[src/rtl/dfe_pkg.sv]
// dfe_pkg: arbiter FSM state encoding, default widths
// and a small index-width helper shared by the hash port logic.
package dfe_pkg;

  localparam int DEF_NUM_PROCESSOR = 3;
  localparam int DEF_BIT_ON_TAILS  = 7;
  localparam int DEF_COUNT_WIDTH   = 16;

  typedef enum logic [2:0] {
    S_IDLE  = 3'd0,
    S_RD    = 3'd1,
    S_LAT   = 3'd2,
    S_WR    = 3'd3,
    S_CLEAR = 3'd4
  } state_t;

  function automatic int idx_w(input int n);
    return (n > 1) ? $clog2(n) : 1;
  endfunction

endpackage

[src/rtl/rr_arbiter.sv]
// rr_arbiter: combinational round-robin pick, searching
// upward from the slot after last_grant.
module rr_arbiter
  import dfe_pkg::*;
#(
  parameter int N  = DEF_NUM_PROCESSOR,
  parameter int PW = idx_w(N)
) (
  input  logic [N-1:0]  req,
  input  logic [PW-1:0] last_grant,
  output logic [N-1:0]  pick,
  output logic          valid
);

  logic [PW-1:0] k;

  always_comb begin
    pick  = '0;
    valid = 1'b0;
    k     = '0;
    for (int i = 1; i <= N; i++) begin
      k = PW'((int'(last_grant) + i) % N);
      if (!valid && req[k]) begin
        pick[k] = 1'b1;
        valid   = 1'b1;
      end
    end
  end

endmodule

[src/rtl/hash_port_arbiter.sv]
// hash_port_arbiter: shares one BRAM port among hash-build
// processors doing read-increment-write, plus a table clear sweep.
module hash_port_arbiter
  import dfe_pkg::*;
#(
  parameter int NUM_PROCESSOR = DEF_NUM_PROCESSOR,
  parameter int BIT_ON_TAILS  = DEF_BIT_ON_TAILS,
  parameter int COUNT_WIDTH   = DEF_COUNT_WIDTH
) (
  input  logic                                  clk,
  input  logic                                  rst,
  input  logic [NUM_PROCESSOR-1:0]              req,
  input  logic [NUM_PROCESSOR*BIT_ON_TAILS-1:0] req_addr,
  input  logic                                  clear,
  output logic [NUM_PROCESSOR-1:0]              gnt,
  output logic [NUM_PROCESSOR-1:0]              done,
  output logic [COUNT_WIDTH-1:0]                rd_count,
  output logic [BIT_ON_TAILS-1:0]               mem_addr,
  output logic                                  mem_we,
  output logic [COUNT_WIDTH-1:0]                mem_wdata,
  input  logic [COUNT_WIDTH-1:0]                mem_rdata,
  output logic                                  busy,
  output logic                                  clr_busy
);

  localparam int NP = NUM_PROCESSOR;
  localparam int AW = BIT_ON_TAILS;
  localparam int CW = COUNT_WIDTH;
  localparam int PW = idx_w(NP);
  localparam logic [PW-1:0] LAST_RST = PW'(NP - 1);

  state_t        state_q;
  logic [PW-1:0] last_q;
  logic [PW-1:0] owner_q;
  logic [NP-1:0] own_oh_q;
  logic [AW-1:0] addr_q;
  logic [AW-1:0] cnt_q;
  logic          clr_pend_q;

  logic [NP-1:0] gnt_q;
  logic [NP-1:0] done_q;
  logic [CW-1:0] rd_count_q;
  logic [AW-1:0] mem_addr_q;
  logic          mem_we_q;
  logic [CW-1:0] mem_wdata_q;
  logic          busy_q;
  logic          clr_busy_q;

  logic [NP-1:0] pick;
  logic          pick_vld;
  logic [PW-1:0] pick_idx;
  logic [AW-1:0] pick_addr;
  logic [CW-1:0] wdata_d;

  rr_arbiter #(
    .N  (NP),
    .PW (PW)
  ) u_rr (
    .req        (req),
    .last_grant (last_q),
    .pick       (pick),
    .valid      (pick_vld)
  );

  always_comb begin
    pick_idx  = '0;
    pick_addr = '0;
    for (int i = 0; i < NP; i++) begin
      if (pick[i]) begin
        pick_idx  = PW'(i);
        pick_addr = req_addr[i*AW +: AW];
      end
    end
  end

  // counter sticks at all-ones instead of wrapping
  assign wdata_d = (&mem_rdata) ? mem_rdata
                                : mem_rdata + CW'(1);

  always_ff @(posedge clk or posedge rst) begin
    if (rst) begin
      state_q     <= S_IDLE;
      last_q      <= LAST_RST;
      owner_q     <= '0;
      own_oh_q    <= '0;
      addr_q      <= '0;
      cnt_q       <= '0;
      clr_pend_q  <= 1'b0;
      gnt_q       <= '0;
      done_q      <= '0;
      rd_count_q  <= '0;
      mem_addr_q  <= '0;
      mem_we_q    <= 1'b0;
      mem_wdata_q <= '0;
      busy_q      <= 1'b0;
      clr_busy_q  <= 1'b0;
    end else begin
      gnt_q  <= '0;
      done_q <= '0;
      if (clear && (state_q == S_RD ||
                    state_q == S_LAT ||
                    state_q == S_WR)) begin
        clr_pend_q <= 1'b1;
      end
      unique case (state_q)
        S_IDLE: begin
          if (clear || clr_pend_q) begin
            state_q     <= S_CLEAR;
            clr_pend_q  <= 1'b0;
            cnt_q       <= '0;
            mem_addr_q  <= '0;
            mem_we_q    <= 1'b1;
            mem_wdata_q <= '0;
            busy_q      <= 1'b1;
            clr_busy_q  <= 1'b1;
          end else if (pick_vld) begin
            state_q    <= S_RD;
            owner_q    <= pick_idx;
            own_oh_q   <= pick;
            addr_q     <= pick_addr;
            gnt_q      <= pick;
            mem_addr_q <= pick_addr;
            mem_we_q   <= 1'b0;
            busy_q     <= 1'b1;
          end
        end
        S_RD: begin
          state_q <= S_LAT;
        end
        S_LAT: begin
          state_q     <= S_WR;
          mem_addr_q  <= addr_q;
          mem_we_q    <= 1'b1;
          mem_wdata_q <= wdata_d;
          rd_count_q  <= wdata_d;
          done_q      <= own_oh_q;
        end
        S_WR: begin
          state_q  <= S_IDLE;
          mem_we_q <= 1'b0;
          busy_q   <= 1'b0;
          last_q   <= owner_q;
        end
        S_CLEAR: begin
          if (&cnt_q) begin
            state_q    <= S_IDLE;
            cnt_q      <= '0;
            mem_we_q   <= 1'b0;
            busy_q     <= 1'b0;
            clr_busy_q <= 1'b0;
          end else begin
            cnt_q      <= cnt_q + AW'(1);
            mem_addr_q <= cnt_q + AW'(1);
          end
        end
        default: begin
          state_q  <= S_IDLE;
          mem_we_q <= 1'b0;
          busy_q   <= 1'b0;
        end
      endcase
    end
  end

  assign gnt       = gnt_q;
  assign done      = done_q;
  assign rd_count  = rd_count_q;
  assign mem_addr  = mem_addr_q;
  assign mem_we    = mem_we_q;
  assign mem_wdata = mem_wdata_q;
  assign busy      = busy_q;
  assign clr_busy  = clr_busy_q;

endmodule

[config.mk]
export PLATFORM = sky130hd
export DESIGN_NAME = hash_port_arbiter
export DESIGN_NICKNAME = d
export VERILOG_FILES = /design/src/rtl/dfe_pkg.sv /design/src/rtl/rr_arbiter.sv /design/src/rtl/hash_port_arbiter.sv
export SDC_FILE = /design/constraint.sdc
export NUM_CORES = 1
export LEC_CHECK = 0
export ABC_AREA = 1
export CELL_PAD_IN_SITES_DETAIL_PLACEMENT = 1
export CELL_PAD_IN_SITES_GLOBAL_PLACEMENT = 1
export CORE_ASPECT_RATIO = 1.75
export CORE_UTILIZATION = 41
export CTS_CLUSTER_SIZE = 20
export DETAILED_ROUTE_END_ITERATION = 8
export DONT_BUFFER_PORTS = 1
export PLACE_DENSITY_LB_ADDON = 0.1
export SKIP_LAST_GASP = 1
export SYNTH_ARGS = -nofsm -noshare
export SYNTH_HDL_FRONTEND = slang
export SYNTH_SLANG_ARGS = --single-unit
[constraint.sdc]
create_clock -name clk -period 1.9 [get_ports clk]
set_input_delay 0.19 -clock clk [delete_from_list [all_inputs] [get_ports clk]]
set_output_delay 0.19 -clock clk [all_outputs]
set_load 0.01 [all_outputs]
==> results.md <==
* Async S/R FF share, synth at 100%
* Number of synthesized register bits at 72
* Nets@finish at 582
* Setup Crit Path Kind: reg2reg
* Inserted Clock Buffers at 9
* Root buffer cell: clkbuf_16
* Starting Density at 42.6%
* Mux share of post-synthesis cell area at 0%
* WL final at 11000 um
* Status: complete, but fails checks
* Syn-to-layout area delta at 28.8%
* Fmax at 465 MHz
* Final min period at 2150 ps
* # rows at 45
* Clock latency on the worst-skew pair at 330 ps
* Worst EP arrival at 2410 ps
* Fin cells at 655
* Worst min-delay path category: in2reg
* Met1 usage at 22.5%
* Sequential-to-total area share from yosys stat at 48.5%
* Failing checks: setup timing
* DRT antenna net count at 0
* Vias in the first global route at 3734
* Drt first pass iters at 4
* Die Y at 128 um
* TritonCTS clock tree: built
* Post-synth top area cell: dfrtp_1
* Reg-to-reg slack, setup at -250 ps
* WP data required at 2160 ps
* Vias/cell at 5.23
* Setup violators final at 23
* Xor-xnor portion of the synthesized cell area at 0.706%
* CP Cell Sequence: ha_4, nand2_2, nand3_2, nand2_4, nand4_1, nand2_8, inv_8, nand2_1, nand2_1, nand2_2, nand2_1, a21oi_2
* Most common cell in the netlist: nand2_1
* Final worst slack at -249 ps
* Final RePlAce weighted congestion at 0.755
* Detailed-route via count at 3428
* Post-synthesis average cell area at 7.58 um2
* Top cells by area, synth: dfrtp_1 (48%), nand2_1 (17%), inv_1 (6.1%), nor2_1 (4.5%), nand3_1 (3.6%)
* Total power at 0.00688 W
* Max cap viols at 0
* Setup crit start kind: flip-flop
* Most Frequent Cell on Critical Path: nand2_1
* Met2 usage at 49.3%
* Most used DFF post-synth: dfrtp_1
* Critical path endpoint category: flip-flop
* Worst-case clock skew at 4.90 ps
* Worst slew pin tran at 784 ps
* Drt drc at 0
* Largest net degree at the start of global routing at 35
* Initial antenna violation count at 0
* Busiest grt layer: met2
* Sink Count at 72
* Post-synthesis net count at 540
* Pwr dens at 1440 nW/um2
* Core Footprint at 8730 um2
* Die area at 9470 um2
* Synth Area in Simple Gates at 29.9%
* Maximum vdd drop at 0.747 mV
* Post-Synth Adder-Cell Area at 2.02%
* Max H-tree Level at 3
* Synth Instances at 491
* GR Util met3 at 5.66%
* DRT iter0 DRCs at 63
* Diode count at 0
* Slowest CP cell: dfstp_2
* Ys Warns at 0
* Fillers at 1075
* Top cell type's share of synthesized area at 47.8%
* First-pass GRT wire length at 17400 um
* Crit share post-route at 113%
* Detail Placement HPWL at 8080 um
* EDFF count, synth at 0
* Cell Area, Synth at 3720 um2
* Unrepaired setup endpoints after global routing: true
* GRT Util Overall at 24.6%
* WL/cell at 16.8 um
* Leak at 2.42 nW
* Commonest cells in the netlist: nand2_1 (172), dfrtp_1 (71), inv_1 (60)
* Width of the chip at 74 um
* Relative slew slack at 47.6%
* CP max stage delay at 600 ps
* Share of cells above drive strength 1 at 22.3%
* Gr ovfl total at 0
* Synth Area in Compound Gates at 11.1%
* CP max FO at 8
* Main combinational cell family by area after synthesis: simple AND/OR/NAND/NOR gates
* Placed Cells at 634
* Final hold violation count at 0
* IO Port Bufs at 0
* Final max-slew violation count at 0
* Clock transition at path regs at 60 ps
* Clock Path Buffers at 2
* Boundary Pins at 91
* Unique cell type count in the Yosys netlist at 36
through the flow:
step	instance area, um2	hold slack [ps]	utilization [%]	setup slack, ps	TNS [ps]
after CTS	4630	14.9	53.0	-144	-1970
after floorplan	3770	336	-	0.348	0
after global routing	4790	23.1	54.9	-370	-6630
after global placement	4140	223	47.5	-153	-2350
after detailed placement	4140	238	47.5	-245	-3970
final	4790	20.5	54.9	-249	-3740
logic make-up after synthesis:
kind of cell / Yosys count
AO/OA/AOI/OAI: 70
XOR/XNOR: 3
adder cells (fa/ha/maj): 6
buffers and inverters: 73
flip-flops: 72
AND/OR/NAND/NOR: 267
final timing paths:
path | depth (start not counted) | endpoint | start
worst max-delay path | 12 | mem_addr[2] | last_q[1]
worst min-delay path | 2 | mem_wdata[4] | mem_rdata[4]
worst max register to register | 12 | mem_addr[2] | last_q[1]
worst min register to register | 2 | done[1] | own_oh_q[1]
max in group asynchronous | 3 | mem_addr[0] | rst
min in group asynchronous | 2 | rd_count[2] | rst
where the power goes:
group / internal (W) / switching, W
logic: 0.000960 / 0.00136
clock network: 0.00145 / 0.000631
registers: 0.00203 / 0.000450
per-layer routing:
metal | share of wire (%) | up-vias
li1 | - | 1643
met1 | 34 | 1692
met2 | 60 | 75
met3 | 4.1 | 18
met4 | 1.9 | 0
met5 | 0 | -
cells in the final DEF (no fill, tap or decap), drive strengths merged, types with 12 or more instances in the layout:
master    n
clkbuf   12
nand2   178
dfrtp    71
buf      36
nor2     46
o21ai    27
a21oi    24
nand3    29
inv      64
critical path: cells and delay by family, from the launching register on:
kind                     cells  cell delay (ps)
AND/OR/NAND/NOR              9             1020
adder cells (fa/ha/maj)      1              250
buffers and inverters        1               60
AO/OA/AOI/OAI                1              120
flip-flops                   1              600
what timing repair did:
item	in CTS	in global routing
buffers inserted	2	1
endpoints found under the hold margin	31	0
hold buffers	1	0
cloned	0	1
setup endpoints to repair	24	24
resized for setup	25	36
pin swaps	9	8
final cells by class:
| type | count | area, um2 | area share (%) |
|---|---|---|---|
| flip-flops and latches | 72 | 1800 | 37.6 |
| inverters | 66 | 269 | 5.62 |
| repair buffers | 38 | 343 | 7.16 |
| multi-input cells | 346 | 1860 | 38.8 |
| clock buffers | 11 | 243 | 5.07 |
| clock inverters | 5 | 129 | 2.69 |
| well taps | 117 | 146 | 3.06 |
sequential cells by signal, summed over array words and instances (netlist names), 2 cells and up:
name	count
done	3
last_q	2
owner_q	2
addr_q	7
rd_count	16
own_oh_q	2
gnt	3
mem_addr	7
state_q	3
mem_wdata	16
cnt_q	7
(Power assumes the default switching activity.)
